===== config.mk =====
export PLATFORM = sky130hd
export DESIGN_NAME = mmio_stream_fifo
export DESIGN_NICKNAME = d
export VERILOG_FILES = /design/src/rtl/mmio_stream_fifo.sv
export SDC_FILE = /design/constraint.sdc
export NUM_CORES = 1
export LEC_CHECK = 0
export ABC_AREA = 1
export BUFFER_PORTS_ARGS = -buffer_cell sky130_fd_sc_hd__buf_4
export CORE_MARGIN = 10
export CORE_UTILIZATION = 35
export CTS_CLUSTER_DIAMETER = 60
export DETAILED_ROUTE_END_ITERATION = 12
export GPL_TIMING_DRIVEN = 1
export MAX_ROUTING_LAYER = met4
export SLEW_MARGIN = 20
export SYNTH_ARGS = -nofsm -noshare
export SYNTH_HDL_FRONTEND = slang
export SYNTH_SLANG_ARGS = --single-unit

===== constraint.sdc =====
create_clock -name clk_i -period 5.22 [get_ports clk_i]
set_clock_uncertainty 0.1 [all_clocks]
set_input_delay 0.522 -clock clk_i [delete_from_list [all_inputs] [get_ports clk_i]]
set_output_delay 0.522 -clock clk_i [all_outputs]
set_load 0.02 [all_outputs]

===== src/rtl/mmio_stream_fifo.sv =====
// CPU load/store bus to valid/ready byte-stream bridge for the USB_CDC host side.
// Independent RX (host->CPU) and TX (CPU->host) FIFOs, status/ctrl/level registers, threshold IRQs.
module mmio_stream_fifo #(
    parameter int unsigned DATA_W    = 8,
    parameter int unsigned BUS_W     = 32,
    parameter int unsigned RX_DEPTH  = 16,
    parameter int unsigned TX_DEPTH  = 16,
    parameter int unsigned RX_THRESH = 1,
    parameter int unsigned TX_THRESH = 0
) (
    input  logic              clk_i,
    input  logic              rst_i,
    input  logic              sel_i,
    input  logic              read_i,
    input  logic              write_i,
    input  logic [1:0]        addr_i,
    input  logic [BUS_W-1:0]  data_i,
    output logic [BUS_W-1:0]  data_o,
    output logic              rx_irq_o,
    output logic              tx_irq_o,
    output logic [DATA_W-1:0] in_data_o,
    output logic              in_valid_o,
    input  logic              in_ready_i,
    input  logic [DATA_W-1:0] out_data_i,
    input  logic              out_valid_i,
    output logic              out_ready_o
);

    localparam int unsigned RX_AW  = $clog2(RX_DEPTH);
    localparam int unsigned RX_CW  = RX_AW + 1;
    localparam int unsigned TX_AW  = $clog2(TX_DEPTH);
    localparam int unsigned TX_CW  = TX_AW + 1;
    localparam int unsigned HALF_W = BUS_W / 2;

    localparam logic [1:0] REG_DATA   = 2'd0;
    localparam logic [1:0] REG_STATUS = 2'd1;
    localparam logic [1:0] REG_CTRL   = 2'd2;
    localparam logic [1:0] REG_LEVEL  = 2'd3;

    logic [DATA_W-1:0] rx_mem [RX_DEPTH];
    logic [DATA_W-1:0] tx_mem [TX_DEPTH];

    logic [RX_AW-1:0] rx_wr_ptr, rx_rd_ptr;
    logic [TX_AW-1:0] tx_wr_ptr, tx_rd_ptr;
    logic [RX_CW-1:0] rx_count, rx_count_next;
    logic [TX_CW-1:0] tx_count, tx_count_next;
    logic [1:0]       ctrl, ctrl_next;
    logic             rx_underflow, tx_overflow;

    logic bus_rd, bus_wr;
    logic rx_empty, rx_full, tx_empty, tx_full;
    logic rx_push, rx_pop, tx_push, tx_pop;
    logic rx_unf_set, tx_ovf_set, status_wr;
    logic [BUS_W-1:0] rd_data;
    logic data_unused;

    assign data_unused = ^data_i;

    assign bus_rd   = sel_i && read_i;
    assign bus_wr   = sel_i && write_i;
    assign rx_empty = (rx_count == '0);
    assign rx_full  = (rx_count == RX_CW'(RX_DEPTH));
    assign tx_empty = (tx_count == '0);
    assign tx_full  = (tx_count == TX_CW'(TX_DEPTH));

    // Stream handshakes are forced idle while reset is held, even before counts clear.
    assign out_ready_o = !rst_i && !rx_full;
    assign in_valid_o  = !rst_i && !tx_empty;
    assign in_data_o   = tx_mem[tx_rd_ptr];

    assign rx_push    = out_valid_i && out_ready_o;
    assign rx_pop     = bus_rd && (addr_i == REG_DATA) && !rx_empty;
    assign tx_pop     = in_valid_o && in_ready_i;
    assign tx_push    = bus_wr && (addr_i == REG_DATA) && !tx_full;
    assign rx_unf_set = bus_rd && (addr_i == REG_DATA) && rx_empty;
    assign tx_ovf_set = bus_wr && (addr_i == REG_DATA) && tx_full;
    assign status_wr  = bus_wr && (addr_i == REG_STATUS);

    always_comb begin
        rx_count_next = rx_count + RX_CW'(rx_push) - RX_CW'(rx_pop);
        tx_count_next = tx_count + TX_CW'(tx_push) - TX_CW'(tx_pop);
        ctrl_next     = ctrl;
        if (bus_wr && (addr_i == REG_CTRL)) begin
            ctrl_next = data_i[1:0];
        end
    end

    // Combinational read mux; reflects pre-edge state.
    always_comb begin
        rd_data = '0;
        if (bus_rd && !rst_i) begin
            case (addr_i)
                REG_DATA:   if (!rx_empty) rd_data = BUS_W'(rx_mem[rx_rd_ptr]);
                REG_STATUS: rd_data[5:0] = {tx_irq_o, rx_irq_o, tx_overflow, rx_underflow,
                                            !tx_full, !rx_empty};
                REG_CTRL:   rd_data[1:0] = ctrl;
                REG_LEVEL:  rd_data = BUS_W'({HALF_W'(tx_count), HALF_W'(rx_count)});
                default:    rd_data = '0;
            endcase
        end
    end

    assign data_o = rd_data;

    always_ff @(posedge clk_i) begin
        if (rx_push) rx_mem[rx_wr_ptr] <= out_data_i;
        if (tx_push) tx_mem[tx_wr_ptr] <= data_i[DATA_W-1:0];
    end

    always_ff @(posedge clk_i) begin
        if (rst_i) begin
            rx_wr_ptr    <= '0;
            rx_rd_ptr    <= '0;
            tx_wr_ptr    <= '0;
            tx_rd_ptr    <= '0;
            rx_count     <= '0;
            tx_count     <= '0;
            ctrl         <= '0;
            rx_underflow <= 1'b0;
            tx_overflow  <= 1'b0;
            rx_irq_o     <= 1'b0;
            tx_irq_o     <= 1'b0;
        end else begin
            if (rx_push) rx_wr_ptr <= rx_wr_ptr + RX_AW'(1);
            if (rx_pop)  rx_rd_ptr <= rx_rd_ptr + RX_AW'(1);
            if (tx_push) tx_wr_ptr <= tx_wr_ptr + TX_AW'(1);
            if (tx_pop)  tx_rd_ptr <= tx_rd_ptr + TX_AW'(1);
            rx_count <= rx_count_next;
            tx_count <= tx_count_next;
            ctrl     <= ctrl_next;
            // A new set event wins over a same-cycle W1C clear.
            rx_underflow <= rx_unf_set | (rx_underflow & ~(status_wr & data_i[2]));
            tx_overflow  <= tx_ovf_set | (tx_overflow  & ~(status_wr & data_i[3]));
            rx_irq_o <= ctrl_next[0] && (rx_count_next >= RX_CW'(RX_THRESH));
            tx_irq_o <= ctrl_next[1] && (tx_count_next <= TX_CW'(TX_THRESH));
        end
    end

endmodule


Word-level counts from Yosys, hierarchy flattened:

Memory sizes are Yosys's and may differ from the RTL's. A register that Yosys moved wholly into a read port is not among the register bits.
Index checks and enable logic that the tools add are counted.

* bits in registers: 32
* memory bits (writable): 256
* input bits: 49
* output and inout bits: 44
* word-level logic and storage cells: 75
* memories: 2

Memories
* rx_mem: words 16, width 8, rd ports 1, clocked after Yosys merged registers in 1, write ports 1, line 40 `logic [DATA_W-1:0] rx_mem [RX_DEPTH];`
* tx_mem: words 16, width 8, rd ports 1, clocked after Yosys merged registers in 1, write ports 1, line 41 `logic [DATA_W-1:0] tx_mem [TX_DEPTH];`

* add/subtract/negate cells: 8
* magnitude comparators: 2
* eq/ne operators: 5
* multiplexer cells: 14
* bitwise operators: 8
* reduce and logical (&&, ||, !) cells: 25

Operators with widths (number)
* $pmux 26 s2: 1
* $mux 32: 1
* $logic_and 1x1->1: 17
* $add 4x1->4 const B: 4
* $mux 4: 4
* $pmux 4 s3: 1
* $add 5x1->5: 2
* $eq 5x5->1 const B: 2
* $logic_not 5->1: 2
* $sub 5x1->5: 2
* $mux 8: 1
* $pmux 2 s4: 1
* $ge 5x1->1 const B: 1
* $le 5x1->1 const B: 1
* $logic_not 1->1: 5
* $and 1x1->1: 4
* $eq 2x2->1 const B: 2
* $mux 1: 4
* $eq 2x1->1 const B: 1
* $logic_not 2->1: 1
* $mux 2: 1
* $not 1->1: 2
* $or 1x1->1: 2

Depth between registers and ports, before layout:

Gate-level depths: netlist of the first run.

* depth in word-level cells: 8
* mapped depth: 17
* mapped depth without buffers: 17

Least setup slack after synthesis of the first run:

OpenSTA, ideal clock, no wires.

* path kind: input to register
* from: input port addr_i[0]
* to: register tx_count[4]
* library setup time: 65 ps
* arrival time: 2605 ps
* data required time: 5055 ps
* slack: 2450 ps
* stages: 16
* path buffers: 0
* cells stage by stage: inv_1 > ha_1 > inv_1 > nor2_2 > nand2_2 > ha_1 > inv_1 > ha_1 > inv_1 > fa_1 > inv_1 > a21oi_1 > o21bai_1 > xnor2_1 > inv_1 > nor2_1

* longest elaborated chain between the ends: 5

RTL lines
* start, declared: line 16 `input logic [1:0] addr_i,`
* $logic_not 2->1: line 74 `assign tx_push = bus_wr && (addr_i == REG_DATA) && !tx_full;`
* $logic_and 1x1->1 (2 in a row): line 74
* $add 5x1->5: line 81 `tx_count_next = tx_count + TX_CW'(tx_push) - TX_CW'(tx_pop);`
* $sub 5x1->5: line 81
* end signal, assigned: line 129 `tx_count <= tx_count_next;`
* end, declared: line 46 `logic [TX_CW-1:0] tx_count, tx_count_next;`

No other way between the ends.
A chain may end at the register's enable or synchronous reset.

==> flow_summary_export.csv, run 1 <==
group,metric,value,unit
synthesis,ys_types,35,
run,drv_cap,0,
setup_path,criticalPathCategory,"reg2out",
grt,grt_pass1_vias,8191,
grt,grt_max_degree,65,
clock_network,numClockSinks,296,
floorplanning,start_util,35.43,%
synthesis,ys_dominant_reg_cell,"edfxtp_1",
synthesis,ys_seq_area_share,65.59,%
grt,grt_util_met2,21.29,%
synthesis,synth_common_cells,"256 x edfxtp_1, 205 x nand2_1, 177 x nor2_1, 132 x inv_1, 96 x o21ai_0",
cells_and_area,nets,1330,
power,pwr_density_cell,386.0,nW/um^2
floorplanning,core_area,36520,sq um
grt,grtUsageMet1,16.90,%
sta,fin_crit,3300,ps
power,leakage,5.408,nW
floorplanning,ios,93,
clock_network,cts_resized,0,
place,gp_congestion,0.8219,
floorplanning,fp.dieW,212.3,um
synthesis,syn_avg_cell_area,10.66,sq um
grt,track_usage,13.46,%
synthesis,ys_top_cells_by_area,"edfxtp_1 59%, dfxtp_1 6.2%, nand2_1 5.9%, nor2_1 5.1%, inv_1 3.8%",
synthesis,synth-seq-cells,296,
synthesis,syn_area,12940,sq um
floorplanning,dieArea,45070,sq um
clock_network,path_clk_slew,60,ps
synthesis,yosys_warnings,0,
sta,fin_crit_sh,63.21,%
clock_network,cts_tree,"done",
sta,max_freq,303.0,MHz
clock_network,cts_buffers,34,
clock_network,clk-insertion-delay-late,520,ps
floorplanning,row_count,70,
synthesis,synth_edf_count,256,
setup_path,arrival,2680,ps
drt,wl_per_cell,16.97,um
synthesis,synth_area_leader_cell,"edfxtp_1",
synthesis,synth_compound_gate_area_share,7.561,%
grt,globalRouteOverflowTotal,0,
sta,rsz0062_at_grt,"no",
power,clock_power_share,38.4,%
drt,drt-initial-drc-count,534,
setup_path,critPathMaxFanout,37,
grt,grtUsageMet3,2.533,%
sta,setup_viol,0,
synthesis,ys_async_sr_fraction,0,%
power,p_comb_share,14.2,%
grt,top_usage_layer,"met2",
synthesis,synth_top_family_by_area,"simple AND/OR/NAND/NOR gates",
setup_path,critPathCaptureType,"primary output",
sta,hold_violations,0,
floorplanning,die_h,212.3,um
drt,first_pass_iters,5,
clock_network,cts_max_level,2,
cells_and_area,drive_above_1_share,8.998,%
sta,relSlewSlack,38.22,%
power,intPower,4.124,mW
clock_network,hold_buffers,0,
power,switchingPower,1.495,mW
drt,via_count,8382,
setup_path,required,4600,ps
cells_and_area,diodes,0,
synthesis,yosys.area_share.simple,15.83,%
min_path,hp-class,"in2reg",
cells_and_area,fillerInstances,3450,
drt,vias_per_cell,4.801,
place,place.port_buffers,49,
clock_network,post-cts-setup-buffers,0,
synthesis,synthMuxAreaShare,0,%
clock_network,clock_path_buffers,3,
power,switching_share,26.61,%
synthesis,synthAdderAreaFrac,2.823,%
drt,drcViolationCount,0,
synthesis,synth_cells,1214,
sta,maxSlewViolCount,0,
drt,antenna_left,0,
clock_network,cts_root_buf,"clkbuf_16",
power,seq_power_share,47.4,%
place,hpwl,18.22,mm
sta,worst_pin_slew,923.3,ps
synthesis,synth_top_area_share,59.40,%
synthesis,synthXorXnorAreaFrac,0.6768,%
drt,totalWireLength,29.63,mm
outcome,status,"finished clean",
power,ir_worst_vdd,268.0,uV
power,power,5.620,mW
grt,antenna_found_initial,0,
synthesis,yosysMostFrequentCell,"edfxtp_1",
sta,tns,0,ps
grt,grt_pass1_wl,45.87,mm
cells_and_area,area_growth,12.51,%
sta,whs,230.8,ps
setup_path,critPathLaunchType,"flop",
[cell type report]
cell class	count	area, sq um	area share, %
clock inverters	17	97.59	0.6703
clock buffers	44	909.6	6.247
well taps	468	585.6	4.022
inverters	136	518.0	3.558
multi-input cells	731	3551	24.39
repair buffers	54	405.4	2.784
flip-flops and latches	296	8493	58.33
[path summary, 6_finish.rpt]
path                                              from                 endpoint  slack, ps  depth (start not counted)
worst max-delay path                              flop                data_o[1]       1920                          8
worst min-delay path                     out_data_i[6]  rx_mem[11][6]$_DFFE_PP_        230                          1
worst max register to register  rx_count[2]$_SDFF_PP0_      rx_irq_o$_SDFF_PP0_       2470                         16
worst min register to register  tx_overflow$_SDFF_PP0_   tx_overflow$_SDFF_PP0_        390                          2
[layout by cell type, fill, tap and decap left out, types with 5 or more instances in the layout]
cell | synthesis | routed
edfxtp_1 | 256 | 256
nand2_1 | 205 | 205
nor2_1 | 177 | 177
inv_1 | 132 | 132
o21ai_0 | 96 | 96
nand3_1 | 92 | 92
buf_4 | 29 | 54
dfxtp_1 | 40 | 36
clkbuf_16 | 0 | 35
o211ai_1 | 34 | 34
a21oi_1 | 28 | 28
ha_1 | 26 | 26
conb_1 | 1 | 19
o21ai_1 | 10 | 10
clkbuf_1 | 10 | 9
clkinv_1 | 0 | 9
nand4_1 | 6 | 6
nor3_1 | 6 | 6
xor2_1 | 6 | 6
nor2_2 | 5 | 5
[critical path, stage by stage, from the launching register on]
cell and delay (ps):
dfxtp_2 890, inv_4 330, nand3_1 180, nand3_1 120, nand2_1 100, nand2_1 110
nand3_1 110, a21oi_1 120, buf_4 180
[state kept, by name (all words and copies together) (netlist names), named ones only]
register	count
tx_irq_o	1
rx_count	5
tx_overflow	1
tx_mem	128
rx_wr_ptr	4
rx_irq_o	1
rx_underflow	1
rx_mem	128
ctrl	2
rx_rd_ptr	4
tx_wr_ptr	4
tx_count	5
tx_rd_ptr	4
[kinds of logic (layout without fill, tap and decap cells)]
family	after synthesis	after routing
AO/OA/AOI/OAI	176	176
XOR/XNOR	10	10
adder cells (fa/ha/maj)	28	28
buffers and inverters	205	251
flip-flops	296	296
other	1	19
AND/OR/NAND/NOR	498	498
[per-stage QoR]
step | utilization (%) | setup slack (ps) | std cells | instance area (sq um)
after floorplan | - | 2450 | 1232 | 13010
after detailed placement | 37.11 | 1829 | 1685 | 13550
final | 39.87 | 1920 | 1746 | 14560
after CTS | 39.87 | 1888 | 1746 | 14560
after global routing | 39.87 | 1761 | 1746 | 14560
after global placement | 37.10 | 1870 | 1685 | 13550
[routing by layer]
metal	wire length (um)	part of all wire, %
met3	1582	5.3
met1	13180	44
met5	0	0
met2	13980	47
met4	887	3.0
[power groups by stage]
stage	logic (mW)	clock network, mW	registers [mW]
floorplan	0.600	0	2.70
global placement	0.796	0	2.71
detailed placement	0.800	0	2.72
CTS	0.806	2.20	2.67
global route	0.904	2.30	2.67
finish	0.795	2.16	2.67
Power figures use the tool's default switching activity.
==> inputs of run 2 (changes only) <==
==> constraint.sdc (replaced) <==
create_clock -name clk_i -period 3.3 [get_ports clk_i]
set_clock_uncertainty 0.1 [all_clocks]
set_input_delay 0.33 -clock clk_i [delete_from_list [all_inputs] [get_ports clk_i]]
set_output_delay 0.33 -clock clk_i [all_outputs]
set_load 0.02 [all_outputs]
==> flow_summary_export.csv, run 2 (synthesized netlist as in run 1, its figures left out) <==
group,metric,value,unit
clock_network,path_clk_slew,60,ps
setup_path,path_common_cell,"nand2_1",
drt,drcViolationCount,0,
cells_and_area,drive_above_1_share,11.29,%
cells_and_area,reg_top3,"rx_mem (128), tx_mem (128)",
setup_path,r2r_setup_slack,540,ps
power,clock_power_share,38.4,%
setup_path,critPathLaunchType,"flop",
floorplanning,core_area,36520,sq um
clock_network,post-cts-setup-buffers,0,
sta,relSlewSlack,45.06,%
setup_path,criticalPathCategory,"reg2out",
sta,max_freq,342.8,MHz
power,switching_share,26.20,%
cells_and_area,final_util,40.54,%
floorplanning,ios,93,
drt,first_pass_iters,5,
drt,totalWireLength,30.02,mm
clock_network,cts_resized,0,
floorplanning,start_util,35.43,%
cells_and_area,nets,1363,
floorplanning,row_count,70,
setup_path,crit_chain,"buf_4, nand2_1, nand2_1, nand2_1, nand3_1, nand3_1, nand2_1, nand2_1, a21oi_1, buf_4",
drt,wl_per_cell,16.88,um
clock_network,clock_path_buffers,3,
setup_path,slowest_stage,"buf_4",
cells_and_area,design_area,14810,sq um
clock_network,clk-insertion-delay-late,510,ps
sta,fin_crit,2918,ps
power,switchingPower,2.335,mW
clock_network,hold_buffers,0,
clock_network,numClockSinks,296,
clock_network,cts_tree,"done",
drt,drt-initial-drc-count,595,
cells_and_area,final_common_cell,"edfxtp_1",
run,drv_cap,0,
place,placed_cells,1718,
setup_path,critPathMaxFanout,64,
grt,antenna_found_initial,0,
place,hpwl,18.91,mm
grt,track_usage,13.63,%
sta,maxSlewViolCount,0,
setup_path,arrival,2490,ps
sta,tns,0,ps
power,p_comb_share,14.5,%
sta,rsz0062_at_grt,"no",
sta,hold_violations,0,
drt,via_count,8544,
power,intPower,6.578,mW
cells_and_area,most-common-layout-cells,"256 x edfxtp_1, 205 x nand2_1, 177 x nor2_1, 132 x inv_1, 96 x o21ai_0",
setup_path,max_stage_delay,550,ps
place,gp_congestion,0.8169,
sta,worst_pin_slew,821.1,ps
setup_path,critPathCaptureType,"primary output",
place,place.port_buffers,49,
drt,antenna_left,0,
grt,globalRouteOverflowTotal,0,
floorplanning,dieArea,45070,sq um
grt,grt_max_degree,65,
clock_network,cts_buffers,34,
floorplanning,die_h,212.3,um
clock_network,cts_root_buf,"clkbuf_16",
cells_and_area,layout.cells.non_filler,1779,
drt,vias_per_cell,4.803,
power,leakage,5.589,nW
sta,fin_crit_sh,88.41,%
clock_network,cts_max_level,2,
floorplanning,fp.dieW,212.3,um
cells_and_area,area_growth,14.43,%
sta,setup_viol,0,
outcome,status,"finished clean",
cells_and_area,diodes,0,
power,power,8.913,mW
min_path,hp-class,"in2reg",
power,seq_power_share,47.1,%
grt,grt_pass1_wl,46.61,mm
place,placed_area,13800,sq um
power,pwr_density_cell,601.9,nW/um^2
grt,grt_pass1_vias,8332,
power,ir_worst_vdd,480.0,uV
setup_path,required,2870,ps
## run 2: changes by cell type in the layout (fill, tap and decap cells not counted)
cell	previous run	this run
clkinv_2	2	4
clkbuf_8	0	2
clkbuf_1	9	13
buf_4	54	87
clkinv_4	1	0
clkinv_1	9	4
clkinvlp_2	1	0
inv_4	3	2
inv_2	1	2
dfxtp_2	4	3
clkinv_8	1	0
dfxtp_1	36	37
## run 2: routing by layer
metal | wire (um) | global-route usage, % | vias to the layer above
met5 | 0 | - | -
met4 | 694 | 4.677 | 0
met3 | 1748 | 2.783 | 50
met2 | 14410 | 21.77 | 193
met1 | 13180 | 16.97 | 4090
li1 | - | - | 4211
## run 2: worst max-delay path: cells and delay by family, from the launching register on
family | cells | cell delay (ps)
AO/OA/AOI/OAI | 1 | 220
flip-flops | 1 | 340
AND/OR/NAND/NOR | 7 | 620
buffers and inverters | 2 | 750
## run 2: per-stage QoR
stage / worst slack [ps] / hold slack, ps
after floorplan: 721.7 / 311.0
after CTS: 358.0 / 24.62
after detailed placement: 288.0 / 385.4
after global placement: 362.0 / 370.7
after global routing: 165.5 / 41.27
final: 382.5 / 44.57
## run 2: final timing paths
| path | startpoint | cells past startpoint | endpoint |
|---|---|---|---|
| worst min register to register | rx_underflow$_SDFF_PP0_ | 2 | rx_underflow$_SDFF_PP0_ |
| worst max register to register | tx_count[3]$_SDFF_PP0_ | 16 | tx_count[4]$_SDFF_PP0_ |
| worst min-delay path | out_data_i[6] | 1 | rx_mem[2][6]$_DFFE_PP_ |
| worst max-delay path | flop | 10 | data_o[5] |
## run 2: cell type report
type                    count  area [sq um]
fillers                  3506         21710
flip-flops and latches    296          8492
multi-input cells         731          3551
clock buffers              50         952.2
repair buffers             87         653.1
well taps                 468         585.6
inverters                 136         515.5
clock inverters            11         58.81
## run 2: power by group through the flow
| stage | Sequential [mW] | Clock, mW | Combinational (mW) |
|---|---|---|---|
| 6_report | 4.20 | 3.42 | 1.30 |
| 5_1_grt | 4.21 | 3.65 | 1.48 |
| 4_1_cts | 4.20 | 3.50 | 1.31 |
| 3_5_place_dp | 4.28 | 0 | 1.30 |
| 3_3_place_gp | 4.27 | 0 | 1.29 |
| 2_1_floorplan | 4.26 | 0 | 0.948 |
